==> config.mk <==
export PLATFORM = sky130hd
export DESIGN_NAME = mode_counter
export DESIGN_NICKNAME = d
export VERILOG_FILES = /design/src/rtl/mode_counter.sv
export SDC_FILE = /design/constraint.sdc
export NUM_CORES = 1
export LEC_CHECK = 0
export ABC_AREA = 1
export BUFFER_PORTS_ARGS = -buffer_cell sky130_fd_sc_hd__buf_2
export CORE_MARGIN = 10
export CORE_UTILIZATION = 52
export CTS_BUF_LIST = sky130_fd_sc_hd__clkbuf_2 sky130_fd_sc_hd__clkbuf_4 sky130_fd_sc_hd__clkbuf_8
export DETAILED_ROUTE_END_ITERATION = 16
export HOLD_SLACK_MARGIN = 0.02
export PLACE_DENSITY = 0.84
export SLEW_MARGIN = 20
export SYNTH_ARGS = -nofsm -noshare
export SYNTH_HDL_FRONTEND = slang
export SYNTH_SLANG_ARGS = --single-unit
==> constraint.sdc <==
create_clock -name clk -period 1.78 [get_ports clk]
set_input_delay 0.267 -clock clk [delete_from_list [all_inputs] [get_ports clk]]
set_output_delay 0.267 -clock clk [all_outputs]
set_load 0.03 [all_outputs]
==> src/rtl/mode_counter.sv <==
// ---------------------------------------------------------------------------
// mode_counter
//
// Prescaled counter with four counting behaviours selected by 'mode':
//   00 up with wrap to 0, 01 down with wrap to COUNT_LIMIT,
//   10 up/down bounce between 0 and COUNT_LIMIT, 11 one-shot up to COUNT_LIMIT.
// A count step happens once every CLOCK_DELAY enabled clock cycles.
//
// Ports:
//   clk       in   single clock, rising edge
//   rst       in   synchronous active-high reset
//   en        in   prescaler / count enable
//   mode      in   [1:0] counting behaviour select
//   load      in   synchronous load strobe (wins over a step)
//   load_val  in   [COUNT_WIDTH-1:0] load value, clamped to COUNT_LIMIT
//   count     out  [COUNT_WIDTH-1:0] registered count
//   dir       out  registered direction, 0 up / 1 down
//   tick      out  one-cycle pulse, count changed on the previous edge
//   wrap      out  one-cycle pulse, terminal event on the previous edge
//   done      out  level, one-shot reached COUNT_LIMIT
// ---------------------------------------------------------------------------
module mode_counter #(
    parameter int COUNT_WIDTH = 4,
    parameter int COUNT_LIMIT = 9,
    parameter int CLOCK_DELAY = 4
) (
    input  logic                   clk,
    input  logic                   rst,
    input  logic                   en,
    input  logic [1:0]             mode,
    input  logic                   load,
    input  logic [COUNT_WIDTH-1:0] load_val,
    output logic [COUNT_WIDTH-1:0] count,
    output logic                   dir,
    output logic                   tick,
    output logic                   wrap,
    output logic                   done
);

    localparam int PRESC_WIDTH = (CLOCK_DELAY > 1) ? $clog2(CLOCK_DELAY) : 1;
    localparam logic [PRESC_WIDTH-1:0] PRESC_LAST = PRESC_WIDTH'(CLOCK_DELAY - 1);
    localparam logic [COUNT_WIDTH-1:0] LIMIT      = COUNT_WIDTH'(COUNT_LIMIT);
    localparam logic [COUNT_WIDTH-1:0] ONE        = COUNT_WIDTH'(1);

    localparam logic [1:0] MODE_UP      = 2'b00;
    localparam logic [1:0] MODE_DOWN    = 2'b01;
    localparam logic [1:0] MODE_BOUNCE  = 2'b10;
    localparam logic [1:0] MODE_ONESHOT = 2'b11;

    // Illegal parameter combinations stop elaboration.
    if (COUNT_LIMIT > (2 ** COUNT_WIDTH) - 1) begin : g_bad_limit
        $error("mode_counter: COUNT_LIMIT does not fit in COUNT_WIDTH bits");
    end
    if (CLOCK_DELAY < 1) begin : g_bad_delay
        $error("mode_counter: CLOCK_DELAY must be at least 1");
    end

    logic [PRESC_WIDTH-1:0] presc;
    logic                   step;
    logic [COUNT_WIDTH-1:0] load_clamped;
    logic [COUNT_WIDTH-1:0] step_count;
    logic                   step_dir;
    logic                   step_wrap;
    logic                   step_done;

    // A load in the same cycle swallows the step and restarts the prescaler.
    assign step         = en & ~load & (presc == PRESC_LAST);
    assign load_clamped = (load_val > LIMIT) ? LIMIT : load_val;

    // Next count/direction and terminal-event flags if this edge is a step.
    always_comb begin
        step_count = count;
        step_dir   = dir;
        step_wrap  = 1'b0;
        step_done  = 1'b0;
        case (mode)
            MODE_UP: begin
                if (count == LIMIT) begin
                    step_count = '0;
                    step_wrap  = 1'b1;
                end else begin
                    step_count = count + ONE;
                end
            end
            MODE_DOWN: begin
                if (count == '0) begin
                    step_count = LIMIT;
                    step_wrap  = 1'b1;
                end else begin
                    step_count = count - ONE;
                end
            end
            MODE_BOUNCE: begin
                // With a zero limit there is nowhere to move: only the
                // direction flips, and every step is a terminal event.
                if (LIMIT == '0) begin
                    step_dir  = ~dir;
                    step_wrap = 1'b1;
                end else if (!dir && count == LIMIT) begin
                    step_dir   = 1'b1;
                    step_count = count - ONE;
                    step_wrap  = 1'b1;
                end else if (dir && count == '0) begin
                    step_dir   = 1'b0;
                    step_count = count + ONE;
                    step_wrap  = 1'b1;
                end else if (dir) begin
                    step_count = count - ONE;
                end else begin
                    step_count = count + ONE;
                end
            end
            MODE_ONESHOT: begin
                // Parks at the limit; only the arriving step is terminal.
                if (count < LIMIT) begin
                    step_count = count + ONE;
                    if (count + ONE == LIMIT) begin
                        step_done = 1'b1;
                        step_wrap = 1'b1;
                    end
                end
            end
            default: begin
                step_count = count;
            end
        endcase
    end

    // Register update: reset beats load, load beats step. dir is pinned by
    // the fixed-direction modes every cycle; bounce keeps whatever dir it
    // inherited and only changes it at the end points.
    always_ff @(posedge clk) begin
        if (rst) begin
            count <= '0;
            presc <= '0;
            dir   <= 1'b0;
            tick  <= 1'b0;
            wrap  <= 1'b0;
            done  <= 1'b0;
        end else begin
            tick <= 1'b0;
            wrap <= 1'b0;

            if (mode == MODE_UP || mode == MODE_ONESHOT) begin
                dir <= 1'b0;
            end else if (mode == MODE_DOWN) begin
                dir <= 1'b1;
            end

            if (mode != MODE_ONESHOT) begin
                done <= 1'b0;
            end

            if (load) begin
                count <= load_clamped;
                presc <= '0;
                done  <= 1'b0;
            end else if (step) begin
                presc <= '0;
                count <= step_count;
                tick  <= (step_count != count);
                wrap  <= step_wrap;
                if (mode == MODE_BOUNCE) begin
                    dir <= step_dir;
                end
                if (step_done) begin
                    done <= 1'b1;
                end
            end else if (en) begin
                presc <= presc + PRESC_WIDTH'(1);
            end
        end
    end

endmodule
==> results_dict.tcl <==
set metrics [dict create \
    status "finished clean" \
    cts_num_sinks 10 \
    syn_area_per_cell_sq_um 6.549 \
    maxCapViolCount 0 \
    whs_ps 237.7 \
    overflow 0 \
    min_path_type "primary input to register" \
    clk_latency_ps 280 \
    areaGrowthSynthToFinish_pct 31.72 \
    multiInputGateArea_sq_um 830.8 \
    slowest_delay_ps 380 \
    antenna_left 0 \
    finish.utilization 0.7197 \
    nNetsFinal 212 \
    totalPowerFinal_w 0.0007366 \
    whs_endpoint "done" \
    track_usage 0.1410 \
    vias 1229 \
    grt_max_degree 10 \
    cp_cell_sequence "buf_6, ha_4, xnor2_4, buf_4, or2_4, nand2_2, nand2_1, nand2_1, nand2_1, nor2_1, nor2_1" \
    dp_hpwl_mm 2.328 \
    synth.top_cell.area_share 0.1887 \
    reg2regPathDepth 11 \
    fill_cells 143 \
    dpl.cell_count 211 \
    maxClockFrequency_mhz 582.3 \
    worstPathMaxFanout 4 \
    die_w_microns 65.17 \
    async_reset_ff_frac 0 \
    timing.rr.end "tick" \
    p_leak_nw 0.7184 \
    ys_ff_latch 10 \
    core_sq_mm 0.001942 \
    cp_common_cell "nand2_1" \
    n_antenna_cell 0 \
    synthDistinctLibCells 31 \
    yosysTopAreaCell "dfxtp_1" \
    synthCells 162 \
    gp_congestion 0.9273 \
    maxSlewHeadroom 0.7686 \
    timing.critical_path.buf_inv 2 \
    antenna_found_initial 0 \
    synth-seq-area-share 0.1887 \
    htreeDepth 1 \
    die_h_microns 65.17 \
    grt_pass1_wl_mm 4.892 \
    crit_required_ps 1950 \
    ys.flop_type "dfxtp_1" \
    io_pins 18 \
    clock_skew_ps 8.003 \
    clk_pin_slew_ps 70 \
    vdd_ir_drop_max_mv 0.6021 \
    root_buffer "clkbuf_4" \
    synth_warnings 0 \
    final_cells 219 \
    period_share 0.9648 \
    cts.path.max_buffers 2 \
    grt_pass1_vias 1189 \
    drive_above_1_share 0.3750 \
    synth_edf_count 0 \
    holdPathStages 2 \
    rsz0062_at_grt "yes" \
    setup_viol 0 \
    drt-initial-drc-count 47 \
    routedWlPerCell_microns 14.75 \
    crit_path_start_kind "register" \
    r2r_setup_slack_ps 60 \
    cts_tree "done" \
    seqCellArea_sq_um 209.0 \
    cts_buffers 3 \
    critPathSlowestCell "dfxtp_4" \
    slew_violations 0 \
    period_needed_ps 1717 \
    firstDrtPassIters 5 \
    row_count 16 \
    hold_viol 0 \
    fin_tns_setup_ps 0 \
    end_kind "register" \
    worstSetupPathType "register to register" \
    vias_per_cell 5.612 \
    mappedNetlistArea_sq_mm 0.001061 \
    syn_nets 181 \
    r2r_start "count[0]" \
    io_buffers 17 \
    worstPathArrival_ps 1880 \
    synth_area_leaders "dfxtp_1, nand2_1, ha_1" \
    start_util 0.5464 \
    path_delay_family "simple AND/OR/NAND/NOR gates" \
    holdCritStartpoint "load" \
    power.density_mw_per_mm2 527.0 \
    detail_route.wirelength_mm 3.230 \
    drc 0 \
    worstMarginPinSlew_ps 344.5 \
    dieArea_sq_mm 0.004247 \
]
==> worst max-delay path by stage <==
stage               slack, ps     start    to  cells past startpoint
global placement         -0.5  count[0]  tick                     15
floorplan                  40  count[1]  tick                     13
global route              -40  count[2]  tick                     15
CTS                        30  count[1]  tick                     15
detailed placement        -60  count[0]  tick                     15
finish                     60  count[0]  tick                     11
==> state kept, by name, indices dropped and copies added (netlist names) <==
name   cells
wrap       1
count      4
dir        1
tick       1
presc      2
done       1
==> cells in the mapped netlist, types with 3 or more instances <==
cell type,n
a21oi_1,3
dfxtp_1,10
ha_1,9
inv_1,18
nand2_1,39
nand2_2,3
nand2_4,5
nand3_1,22
nor2_1,16
nor2_2,3
nor3_1,5
o21ai_0,5
==> repair_timing <==
item	4_1_cts	5_1_grt
buffers inserted	0	4
endpoints found under the setup margin	1	4
resized for setup	2	29
hold buffers	0	0
pin swaps	0	15
==> worst reg2reg max path: stages, from the launching register on <==
cell,delay (ps)
dfxtp_4,380
buf_6,130
ha_4,170
xnor2_4,150
buf_4,140
or2_4,250
nand2_2,60
nand2_1,50
nand2_1,60
nand2_1,60
nor2_1,100
nor2_1,40
==> report_power, final <==
group	total (W)	switching (W)	internal [W]
sequential	0.000240	0.0000104	0.000230
clock	0.000210	0.0000855	0.000124
combinational	0.000286	0.000172	0.000115
==> placed cells by master, fill, tap and decap left out, drive strengths merged <==
cell    netlist  final
buf           2     29
nand2        47     47
ha            9      9
a22oi         1      1
nor3          5      5
inv          22     22
mux2i         1      1
o22ai         2      2
dfxtp        10     10
xnor2         2      2
nor2         21     21
nand3        23     23
o21ai         7      7
o211ai        1      1
a21oi         3      3
o31a          1      1
or2           1      1
clkbuf        1      4
a31oi         1      1
nand4         2      2
==> layout make-up <==
type | instances | area share
Sequential cell | 10 | 0.1495
Clock buffer | 4 | 0.02596
Multi-Input combinational cell | 127 | 0.5944
Tap cell | 27 | 0.02417
Timing Repair Buffer | 29 | 0.1307
Inverter | 22 | 0.07520
==> per-stage QoR <==
step           area [sq um]  setup slack (ps)
3_3_place_gp           1219           -0.4899
5_1_grt                1398            -44.12
6_report               1398             62.62
3_5_place_dp           1219            -62.73
4_1_cts                1257             28.54
2_1_floorplan          1066             43.42
==> metal layers <==
metal  routed length, microns  GRT usage
met1                     1295     0.1477
met2                     1656     0.2573
met3                      179    0.01525
met4                       99    0.09626
met5                        0          0
==> kinds of logic after synthesis <==
family | Yosys count | synth area share
compound gates | 16 | 0.08844
xor+xnor | 2 | 0.02359
fa+ha+maj | 9 | 0.1061
buf+inv | 25 | 0.1097
flops | 10 | 0.1887
mux | 1 | 0.009434
simple gates | 99 | 0.4741
Note: power is estimated with default switching activity, not from simulation.
